$ cat src/rtl/wb_mprj_region_ctrl_if.sv
// rtl/wb_mprj_region_ctrl_if.sv - Wishbone slave bus bundle for the user project region controller
interface wb_mprj_region_ctrl_if;
  logic        wbs_cyc_i;
  logic        wbs_stb_i;
  logic        wbs_we_i;
  logic [3:0]  wbs_sel_i;
  logic [31:0] wbs_adr_i;
  logic [31:0] wbs_dat_i;
  logic        wbs_ack_o;
  logic [31:0] wbs_dat_o;

  modport slave (
    input  wbs_cyc_i, wbs_stb_i, wbs_we_i, wbs_sel_i, wbs_adr_i, wbs_dat_i,
    output wbs_ack_o, wbs_dat_o
  );

  modport master (
    output wbs_cyc_i, wbs_stb_i, wbs_we_i, wbs_sel_i, wbs_adr_i, wbs_dat_i,
    input  wbs_ack_o, wbs_dat_o
  );
endinterface

$ cat src/rtl/wb_mprj_region_ctrl.sv
// rtl/wb_mprj_region_ctrl.sv - Wishbone decode to BRAM, peripheral ports or error completion
module wb_mprj_region_ctrl #(
  parameter int unsigned DELAYS      = 10,
  parameter int unsigned NUM_PERIPH  = 2,
  parameter logic [7:0]  BRAM_BASE   = 8'h38,
  parameter logic [7:0]  PERIPH_BASE = 8'h30,
  parameter int unsigned TIMEOUT     = 255,
  parameter logic [31:0] ERR_WORD    = 32'hDEADBEEF
) (
  input  logic                       wb_clk_i,
  input  logic                       wb_rst_i,
  wb_mprj_region_ctrl_if.slave       wbs,
  output logic                       ram_en,
  output logic [3:0]                 ram_we,
  output logic [31:0]                ram_addr,
  output logic [31:0]                ram_wdata,
  input  logic [31:0]                ram_rdata,
  output logic [NUM_PERIPH-1:0]      per_req,
  output logic                       per_we,
  output logic [11:0]                per_addr,
  output logic [31:0]                per_wdata,
  output logic [3:0]                 per_sel,
  input  logic [NUM_PERIPH-1:0]      per_ready,
  input  logic [32*NUM_PERIPH-1:0]   per_rdata,
  output logic                       busy,
  output logic [15:0]                timeout_cnt
);

  localparam int IW = (NUM_PERIPH > 1) ? $clog2(NUM_PERIPH) : 1;

  typedef enum logic [1:0] {IDLE, BRAM_WAIT, PER_WAIT, ACK} state_t;

  state_t          state_q, state_d;
  logic [31:0]     cnt_q;
  logic [31:0]     adr_q;
  logic [31:0]     wdat_q;
  logic [3:0]      sel_q;
  logic            we_q;
  logic [IW-1:0]   idx_q;
  logic [31:0]     dat_q;

  logic            req;
  logic            is_bram;
  logic            is_per;
  logic            ready_sel;
  logic            bram_last;
  logic            per_last;
  logic [31:0]     per_rd_arr [NUM_PERIPH];

  for (genvar k = 0; k < NUM_PERIPH; k++) begin : g_rd
    assign per_rd_arr[k] = per_rdata[32*k +: 32];
  end

  assign req       = wbs.wbs_cyc_i & wbs.wbs_stb_i;
  assign is_bram   = (wbs.wbs_adr_i[31:24] == BRAM_BASE);
  assign is_per    = (wbs.wbs_adr_i[31:24] == PERIPH_BASE) &&
                     ({28'd0, wbs.wbs_adr_i[15:12]} < NUM_PERIPH);
  assign ready_sel = per_ready[idx_q];
  assign bram_last = (cnt_q == DELAYS - 1);
  assign per_last  = (cnt_q == TIMEOUT - 1);

  // State register; reset aborts any transfer in flight
  always_ff @(posedge wb_clk_i) begin
    if (wb_rst_i) state_q <= IDLE;
    else          state_q <= state_d;
  end

  // Next-state: decode on accept, wait for BRAM latency or peripheral ready/timeout, one-cycle ack
  always_comb begin
    state_d = state_q;
    case (state_q)
      IDLE: begin
        if (req) begin
          if (is_bram)     state_d = BRAM_WAIT;
          else if (is_per) state_d = PER_WAIT;
          else             state_d = ACK;
        end
      end
      BRAM_WAIT: begin
        if (!wbs.wbs_cyc_i)  state_d = IDLE;
        else if (bram_last)  state_d = ACK;
      end
      PER_WAIT: begin
        if (!wbs.wbs_cyc_i)           state_d = IDLE;
        else if (ready_sel || per_last) state_d = ACK;
      end
      ACK:     state_d = IDLE;
      default: state_d = IDLE;
    endcase
  end

  // Datapath: request latch, wait counter, response capture and timeout statistics
  always_ff @(posedge wb_clk_i) begin
    if (wb_rst_i) begin
      cnt_q       <= '0;
      adr_q       <= '0;
      wdat_q      <= '0;
      sel_q       <= '0;
      we_q        <= 1'b0;
      idx_q       <= '0;
      dat_q       <= '0;
      timeout_cnt <= '0;
    end else begin
      case (state_q)
        IDLE: begin
          cnt_q <= '0;
          if (req) begin
            adr_q  <= wbs.wbs_adr_i;
            wdat_q <= wbs.wbs_dat_i;
            sel_q  <= wbs.wbs_sel_i;
            we_q   <= wbs.wbs_we_i;
            idx_q  <= wbs.wbs_adr_i[12 +: IW];
            dat_q  <= wbs.wbs_we_i ? 32'd0 : ERR_WORD;
          end
        end
        BRAM_WAIT: begin
          cnt_q <= cnt_q + 32'd1;
          if (bram_last) dat_q <= ram_rdata;
        end
        PER_WAIT: begin
          cnt_q <= cnt_q + 32'd1;
          if (ready_sel) begin
            dat_q <= we_q ? 32'd0 : per_rd_arr[idx_q];
          end else if (per_last && wbs.wbs_cyc_i) begin
            dat_q <= ERR_WORD;
            if (timeout_cnt != 16'hFFFF) timeout_cnt <= timeout_cnt + 16'd1;
          end
        end
        default: ;
      endcase
    end
  end

  assign busy          = (state_q != IDLE);
  assign wbs.wbs_ack_o = (state_q == ACK);
  assign wbs.wbs_dat_o = (state_q == ACK) ? dat_q : 32'd0;

  assign ram_en    = (state_q == BRAM_WAIT);
  assign ram_we    = (ram_en && cnt_q == 32'd0) ? (sel_q & {4{we_q}}) : 4'b0;
  assign ram_addr  = ram_en ? adr_q : 32'd0;
  assign ram_wdata = ram_en ? wdat_q : 32'd0;

  assign per_req   = (state_q == PER_WAIT) ? (NUM_PERIPH'(1) << idx_q) : '0;
  assign per_we    = (state_q == PER_WAIT) & we_q;
  assign per_addr  = (state_q == PER_WAIT) ? adr_q[11:0] : 12'd0;
  assign per_wdata = (state_q == PER_WAIT) ? wdat_q : 32'd0;
  assign per_sel   = (state_q == PER_WAIT) ? sel_q : 4'd0;

endmodule

$ cat src/flat_wrapper.sv
// flat-port wrapper written by rule: the top's interface ports become plain ports
module wb_mprj_region_ctrl_flat 
#(
  parameter int unsigned DELAYS      = 10,
  parameter int unsigned NUM_PERIPH  = 2,
  parameter logic [7:0]  BRAM_BASE   = 8'h38,
  parameter logic [7:0]  PERIPH_BASE = 8'h30,
  parameter int unsigned TIMEOUT     = 255,
  parameter logic [31:0] ERR_WORD    = 32'hDEADBEEF
)
  (wb_clk_i, wb_rst_i, ram_en, ram_we, ram_addr, ram_wdata, ram_rdata, per_req, per_we, per_addr, per_wdata, per_sel, per_ready, per_rdata, busy, timeout_cnt, wbs_wbs_cyc_i, wbs_wbs_stb_i, wbs_wbs_we_i, wbs_wbs_sel_i, wbs_wbs_adr_i, wbs_wbs_dat_i, wbs_wbs_ack_o, wbs_wbs_dat_o);
  wb_mprj_region_ctrl_if wbs_i ();
  input  logic wb_clk_i;
  input  logic wb_rst_i;
  output logic ram_en;
  output logic [3:0] ram_we;
  output logic [31:0] ram_addr;
  output logic [31:0] ram_wdata;
  input  logic [31:0] ram_rdata;
  output logic [NUM_PERIPH-1:0] per_req;
  output logic per_we;
  output logic [11:0] per_addr;
  output logic [31:0] per_wdata;
  output logic [3:0] per_sel;
  input  logic [NUM_PERIPH-1:0] per_ready;
  input  logic [32*NUM_PERIPH-1:0] per_rdata;
  output logic busy;
  output logic [15:0] timeout_cnt;
  input wire logic [$bits(wbs_i.wbs_cyc_i)-1:0] wbs_wbs_cyc_i;
  input wire logic [$bits(wbs_i.wbs_stb_i)-1:0] wbs_wbs_stb_i;
  input wire logic [$bits(wbs_i.wbs_we_i)-1:0] wbs_wbs_we_i;
  input wire logic [$bits(wbs_i.wbs_sel_i)-1:0] wbs_wbs_sel_i;
  input wire logic [$bits(wbs_i.wbs_adr_i)-1:0] wbs_wbs_adr_i;
  input wire logic [$bits(wbs_i.wbs_dat_i)-1:0] wbs_wbs_dat_i;
  output wire logic [$bits(wbs_i.wbs_ack_o)-1:0] wbs_wbs_ack_o;
  output wire logic [$bits(wbs_i.wbs_dat_o)-1:0] wbs_wbs_dat_o;
  assign wbs_i.wbs_cyc_i = wbs_wbs_cyc_i;
  assign wbs_i.wbs_stb_i = wbs_wbs_stb_i;
  assign wbs_i.wbs_we_i = wbs_wbs_we_i;
  assign wbs_i.wbs_sel_i = wbs_wbs_sel_i;
  assign wbs_i.wbs_adr_i = wbs_wbs_adr_i;
  assign wbs_i.wbs_dat_i = wbs_wbs_dat_i;
  assign wbs_wbs_ack_o = wbs_i.wbs_ack_o;
  assign wbs_wbs_dat_o = wbs_i.wbs_dat_o;
  wb_mprj_region_ctrl #(.DELAYS(DELAYS), .NUM_PERIPH(NUM_PERIPH), .BRAM_BASE(BRAM_BASE), .PERIPH_BASE(PERIPH_BASE), .TIMEOUT(TIMEOUT), .ERR_WORD(ERR_WORD)) u_core (.wb_clk_i(wb_clk_i), .wb_rst_i(wb_rst_i), .wbs(wbs_i), .ram_en(ram_en), .ram_we(ram_we), .ram_addr(ram_addr), .ram_wdata(ram_wdata), .ram_rdata(ram_rdata), .per_req(per_req), .per_we(per_we), .per_addr(per_addr), .per_wdata(per_wdata), .per_sel(per_sel), .per_ready(per_ready), .per_rdata(per_rdata), .busy(busy), .timeout_cnt(timeout_cnt));
endmodule
$ cat config.mk
export PLATFORM = sky130hd
export DESIGN_NAME = wb_mprj_region_ctrl_flat
export DESIGN_NICKNAME = d
export VERILOG_FILES = /design/src/rtl/wb_mprj_region_ctrl_if.sv /design/src/rtl/wb_mprj_region_ctrl.sv /design/src/flat_wrapper.sv
export SDC_FILE = /design/constraint.sdc
export NUM_CORES = 1
export LEC_CHECK = 0
export ABC_CLOCK_PERIOD_IN_PS = 3040
export CAP_MARGIN = 10
export CORE_ASPECT_RATIO = 0.8
export CORE_MARGIN = 5
export CORE_UTILIZATION = 43
export CTS_CLUSTER_SIZE = 40
export DETAILED_ROUTE_END_ITERATION = 6
export HOLD_SLACK_MARGIN = 0.02
export PLACE_DENSITY_LB_ADDON = 0.08
export SLEW_MARGIN = 20
export SYNTH_ARGS = -nofsm -noshare
export SYNTH_HDL_FRONTEND = slang
export SYNTH_SLANG_ARGS = --single-unit
$ cat constraint.sdc
create_clock -name wb_clk_i -period 3.04 [get_ports wb_clk_i]
set_clock_uncertainty 0.15 [all_clocks]
set_input_delay 0.304 -clock wb_clk_i [delete_from_list [all_inputs] [get_ports wb_clk_i]]
set_output_delay 0.304 -clock wb_clk_i [all_outputs]
set_load 0.01 [all_outputs]
==> results of run 1 <==
## cells by family after synthesis
family / Yosys count / synth area share (%)
simple gates: 528 / 33.29
compound gates: 178 / 11.76
flops: 151 / 37.45
buf+inv: 91 / 4.541
mux: 72 / 9.020
xor+xnor: 22 / 2.387
fa+ha+maj: 10 / 1.550
## stage by stage
step | cell area [µm²] | std cells | TNS, ps
floorplan | 8073 | 1052 | 0
global placement | 11730 | 1595 | 0
detailed placement | 11730 | 1595 | 0
CTS | 12350 | 1629 | -15.28
global route | 12390 | 1631 | 0
finish | 12390 | 1631 | 0
## power breakdown
group	switching [mW]	leakage, nW	total [mW]	internal, mW
Sequential	0.126	1.23	2.33	2.20
Combinational	1.14	2.99	2.01	0.874
Clock	0.844	0.282	2.15	1.31
Total	2.11	4.50	6.49	4.38
## cell type report
type                            count  area (µm²)  share of cell area, %
Multi-Input combinational cell    810        4756                  38.38
Timing Repair Buffer              369        3635                  29.33
Sequential cell                   151        3024                  24.41
Clock buffer                       20       446.7                  3.605
Tap cell                          253       316.6                  2.555
Clock inverter                     12       152.6                  1.232
Inverter                           16       60.06                 0.4847
## Yosys cell counts (all sizes together) (9+ instances only)
| master | count |
|---|---|
| nor3 | 9 |
| nand2 | 235 |
| dfxtp | 151 |
| or4 | 14 |
| o21ai | 65 |
| inv | 15 |
| ha | 10 |
| buf | 14 |
| and3 | 12 |
| nor4 | 13 |
| nor2 | 37 |
| xor2 | 11 |
| o31ai | 11 |
| and2 | 152 |
| xnor2 | 11 |
| a21oi | 92 |
| mux2i | 66 |
| nand4 | 13 |
| clkbuf | 61 |
| nand3 | 15 |
## worst reg2reg max path: cells and delay by family, from the launching register on
family,cells,cell delay (ps)
DFF,1,370
AOI/OAI and AO/OA,1,270
and+or+nand+nor,3,1240
buffers and inverters,2,430
muxes,1,180
## state kept, by name, indices dropped and copies added (netlist names)
register,flops
u_core.sel_q,4
u_core.cnt_q,32
u_core.dat_q,32
u_core.wdat_q,32
u_core.timeout_cnt,16
u_core.state_q,2
u_core.we_q,1
u_core.adr_q,32
## repair_timing
item / in CTS / in global routing
buffers inserted: 2 / 2
gates resized for setup: 9 / 8
endpoints found under the setup margin: 6 / 9
pin swaps: 0 / 1
## path summary, 6_finish.rpt
path                            end  slack [ps]             start
setup / recovery          ram_we[0]         120  u_core.cnt_q[15]
hold / removal    u_core.state_q[1]          80          wb_rst_i
setup reg to reg   u_core.dat_q[14]         270  u_core.cnt_q[20]
hold reg to reg    u_core.adr_q[20]         300  u_core.adr_q[20]
## metal layers
metal  global-route usage [%]  vias up
met2                    42.24      213
met3                    6.001       27
met1                    32.28     3875
li1                         -     4153
met4                    6.754        0
met5                        0        -
==> flow_metrics.py, run 1 <==
metrics = {
    "status": {
        "status": "finished clean",
    },
    "place": {
        "dp_slack_ps": 237.0,
        "dp_hpwl_mm": 21.08,
        "globalplace.congestion": 0.8350,
        "portBuffers": 340,
    },
    "floorplanning": {
        "die_h_um": 132.6,
        "core_um2": 18280,
        "num_rows": 44,
        "initial_core_util_pct": 44.17,
        "die_area_um2": 21630,
        "io-pin-count": 341,
        "fp.dieW_um": 163.2,
    },
    "logic_synthesis": {
        "postSynthCellCount": 1052,
        "yosys_warnings": 0,
        "synth_cell_types": 48,
        "yosys_most_used_dff": "dfxtp_1",
        "ys_top_cells_by_area": "dfxtp_1, and2_1, nand2_1",
        "synth-edff-count": 0,
        "synth_seq_area_share_pct": 37.45,
        "yosysTopAreaCell": "dfxtp_1",
        "synth_top_area_share_pct": 37.45,
        "syn_area_per_cell_um2": 7.674,
        "synth_seq_cells": 151,
        "synth_area_um2": 8073,
        "postSynthNetCount": 1233,
        "async_reset_ff_share_pct": 0,
    },
    "detailed_routing": {
        "final_antenna_net_count": 0,
        "route.met2.wl_mm": 13.72,
        "wl_per_cell_um": 17.39,
        "top_layer": "met4",
        "wl_met3_mm": 1.875,
        "first_pass_iters": 4,
        "wirelength_mm": 28.36,
        "dr.first_iter.drc_count": 469,
        "routed_via_density": 5.069,
        "wl_met1_mm": 12.27,
        "drc_errors": 0,
        "via_count": 8268,
    },
    "cts": {
        "cts.reportedPaths.clkPinSlew_ps": 60,
        "clock_sinks": 151,
        "clock_path_buffers": 2,
        "ctsHoldBuffers": 0,
        "ctsRootBufferMaster": "clkbuf_16",
        "cts_tree": "done",
        "htreeDepth": 4,
        "cts_buffers": 17,
        "clock_latency_ps": 430,
    },
    "sta": {
        "hold_slack_ps": 82.19,
        "period_share_pct": 96.02,
        "grt_setup_unrepaired": "no",
        "tightest_slew_ps": 823.4,
        "fin_crit_ps": 2919,
        "setup_viol": 0,
        "slew_headroom_pct": 45.10,
        "fmax_mhz": 342.6,
        "drv_slew": 0,
        "finalHoldViolCount": 0,
        "final.setup.worst_slack_ps": 120.9,
    },
    "critical_path": {
        "worstPathMaxFanout": 5,
        "cpMostUsedCell": "buf_4",
        "critical_path.cell_chain": "or4_4 > or2_4 > nor4_2 > buf_4 > buf_4 > and2_1 > dlygate4sd2_1",
        "required_ps": 2590,
        "worstPathArrival_ps": 2470,
        "crit_path_top_delay_cell": "or4_4",
        "path_buf_inv": 3,
        "reg2reg_depth": 7,
        "cp-end-kind": "primary output",
        "criticalPathCategory": "reg2out",
        "path_delay_family": "simple AND/OR/NAND/NOR gates",
        "cp_num_cells": 7,
        "cp-start-kind": "flip-flop",
        "max_stage_delay_ps": 550,
    },
    "cells_and_area": {
        "drive_gt1_share_pct": 6.386,
        "post-route-util_pct": 67.79,
        "layout_commonest_cell": "clkdlybuf4s50_1",
        "nets": 1546,
        "final_cell_mix": "clkdlybuf4s50_1, nand2_1, and2_1",
        "fill_cells": 1616,
        "syn2layout_area_growth_pct": 53.49,
        "antenna_cells": 0,
    },
    "global_routing": {
        "antenna_found_initial": 0,
        "grt_max_degree": 70,
        "grt_overflow": 0,
        "grt_pass1_vias": 7587,
        "grt_use_total_pct": 25.10,
        "grt_pass1_wl_mm": 43.35,
    },
    "flow_run": {
        "max_cap_violations": 0,
    },
    "hold_path": {
        "min_path_cells": 4,
        "hp-class": "in2reg",
    },
    "power_and_ir_drop": {
        "p_total_mw": 6.489,
        "ir_drop_v": 0.0004411,
        "power.density_nw_per_um2": 523.7,
        "p_leak_nw": 4.504,
    },
}
(Power assumes the default switching activity.)
==> inputs of run 2 (changes only) <==
--- a/config.mk
+++ b/config.mk
@@ -6,7 +6,6 @@
 export NUM_CORES = 1
 export LEC_CHECK = 0
 export ABC_CLOCK_PERIOD_IN_PS = 3040
-export CAP_MARGIN = 10
 export CORE_ASPECT_RATIO = 0.8
 export CORE_MARGIN = 5
 export CORE_UTILIZATION = 43
==> results of run 2 <==
No change in the layout: final DEF, timing and power equal those of run 1.
==> inputs of run 3 (changes only) <==
--- a/config.mk
+++ b/config.mk
@@ -13,6 +13,7 @@
 export DETAILED_ROUTE_END_ITERATION = 6
 export HOLD_SLACK_MARGIN = 0.02
 export PLACE_DENSITY_LB_ADDON = 0.08
+export SETUP_SLACK_MARGIN = 0.3
 export SLEW_MARGIN = 20
 export SYNTH_ARGS = -nofsm -noshare
 export SYNTH_HDL_FRONTEND = slang
==> flow_metrics.py, run 3 (synthesis results as in run 1) <==
metrics = {
    "cells_and_area": {
        "final_cell_mix": "clkdlybuf4s50_1, nand2_1, and2_1",
        "fill_cells": 1542,
        "antenna_cells": 0,
        "syn2layout_area_growth_pct": 59.10,
        "drive_gt1_share_pct": 9.677,
        "layout_commonest_cell": "clkdlybuf4s50_1",
        "nets": 1563,
    },
    "place": {
        "dp_hpwl_mm": 21.08,
        "globalplace.congestion": 0.8350,
        "portBuffers": 340,
    },
    "detailed_routing": {
        "dr.first_iter.drc_count": 507,
        "via_count": 8449,
        "drc_errors": 0,
        "routed_via_density": 5.127,
        "wl_per_cell_um": 17.96,
        "final_antenna_net_count": 0,
        "first_pass_iters": 5,
        "wirelength_mm": 29.60,
    },
    "global_routing": {
        "grt_overflow": 0,
        "grt_max_degree": 70,
        "grt_pass1_vias": 7679,
        "antenna_found_initial": 0,
        "grt_use_total_pct": 25.37,
        "grt_pass1_wl_mm": 43.77,
    },
    "floorplanning": {
        "core_um2": 18280,
        "num_rows": 44,
        "initial_core_util_pct": 44.17,
        "die_h_um": 132.6,
        "fp.dieW_um": 163.2,
        "die_area_um2": 21630,
        "io-pin-count": 341,
    },
    "sta": {
        "fmax_mhz": 347.6,
        "tightest_slew_ps": 841.0,
        "slew_headroom_pct": 43.92,
        "finalHoldViolCount": 0,
        "grt_setup_unrepaired": "yes",
        "setup_viol": 0,
        "fin_crit_ps": 2877,
        "hold_slack_ps": 77.11,
        "drv_slew": 0,
        "finalSetupTns_ps": 0,
        "period_share_pct": 94.62,
    },
    "hold_path": {
        "min_path_cells": 4,
        "hp-class": "in2reg",
    },
    "power_and_ir_drop": {
        "pwr-share-clk_pct": 32.0,
        "seqPwrFrac_pct": 34.6,
        "sw_frac_of_total_pct": 32.63,
        "p_comb_share_pct": 33.4,
        "p_int_mw": 4.551,
        "power.density_nw_per_um2": 526.0,
        "p_leak_nw": 4.710,
        "ir_drop_v": 0.0004408,
        "switching_power_mw": 2.205,
    },
    "critical_path": {
        "required_ps": 2590,
        "cp_num_cells": 8,
        "cpMostUsedCell": "buf_6",
        "max_stage_delay_ps": 530,
        "cp-end-kind": "primary output",
        "worstPathMaxFanout": 2,
        "worstPathArrival_ps": 2420,
        "reg2reg_depth": 8,
        "crit_path_top_delay_cell": "or4_4",
        "critical_path.cell_chain": "or4_4 > or2_4 > nor4_4 > buf_4 > buf_6 > buf_6 > and2_1 > buf_2",
        "cp-start-kind": "flip-flop",
        "path_delay_family": "simple AND/OR/NAND/NOR gates",
        "criticalPathCategory": "reg2out",
        "path_buf_inv": 4,
    },
    "flow_run": {
        "max_cap_violations": 0,
    },
    "cts": {
        "htreeDepth": 4,
        "ctsHoldBuffers": 0,
        "cts.reportedPaths.clkPinSlew_ps": 60,
        "clock_latency_ps": 420,
        "ctsRootBufferMaster": "clkbuf_16",
        "clock_path_buffers": 2,
        "cts_buffers": 17,
        "clock_sinks": 151,
        "cts_tree": "done",
    },
    "status": {
        "status": "finished clean",
    },
}
==> run 3: cell count changes in the layout (fill, tap and decap cells not counted), moves of 5 or more <==
cell,previous run,this run
a21oi_1,92,86
a21oi_2,0,6
buf_4,27,32
clkbuf_16,17,22
o31ai_1,11,6
o31ai_2,0,5
or4_1,11,5
or4_4,2,9
==> run 3: layout make-up <==
| type | instances | area, µm² | area share, % |
|---|---|---|---|
| clock buffers | 20 | 446.7 | 3.478 |
| clock inverters | 12 | 152.6 | 1.188 |
| inverters | 16 | 60.06 | 0.4676 |
| multi-input cells | 810 | 4901 | 38.16 |
| flip-flops and latches | 151 | 3032 | 23.60 |
| well taps | 253 | 316.6 | 2.465 |
| repair buffers | 386 | 3935 | 30.64 |
==> run 3: worst paths after layout <==
check | from | end | slack [ps]
max | u_core.cnt_q[13] | ram_we[2] | 160
min | wb_rst_i | u_core.state_q[1] | 80
max reg2reg | u_core.cnt_q[13] | u_core.timeout_cnt[15] | 240
min reg2reg | u_core.adr_q[20] | u_core.adr_q[20] | 300
==> run 3: power groups by stage <==
stage / sequential (mW) / clock, mW / combinational, mW
floorplan: 2.32 / 0 / 1.23
global placement: 2.36 / 0 / 1.98
detailed placement: 2.37 / 0 / 2.01
CTS: 2.32 / 2.19 / 2.12
global route: 2.36 / 2.29 / 2.46
finish: 2.33 / 2.16 / 2.26
==> run 3: worst min-delay path, delay by kind of cell <==
kind,cells,cell delay (ps)
AND/OR/NAND/NOR,2,120
AO/OA/AOI/OAI,1,50
buffers and inverters,1,120
==> run 3: layer usage <==
metal  vias to the layer above  share of wire [%]  global-route usage [%]
li1                       4190                  -                       -
met1                      3985                 43                   32.59
met2                       249                 49                   43.11
met3                        25                6.9                   5.815
met4                         0                1.5                   6.474
met5                         -                  0                       0
==> run 3: timing repair <==
item	4_1_cts	5_1_grt
resized for setup	34	41
gates cloned	1	5
buffers inserted	10	5
pin swaps	6	11
setup endpoints to repair	182	75
==> run 3: stage by stage <==
stage	area (µm²)	power, mW	util, %	setup slack (ps)	instances
6_report	12840	6.756	70.27	163.5	1648
4_1_cts	12480	6.636	68.29	74.49	1638
3_3_place_gp	11730	4.338	64.15	307.2	1595
5_1_grt	12840	7.116	70.27	108.4	1648
3_5_place_dp	11730	4.373	64.15	237.0	1595
2_1_floorplan	8073	3.552	-	385.5	1052
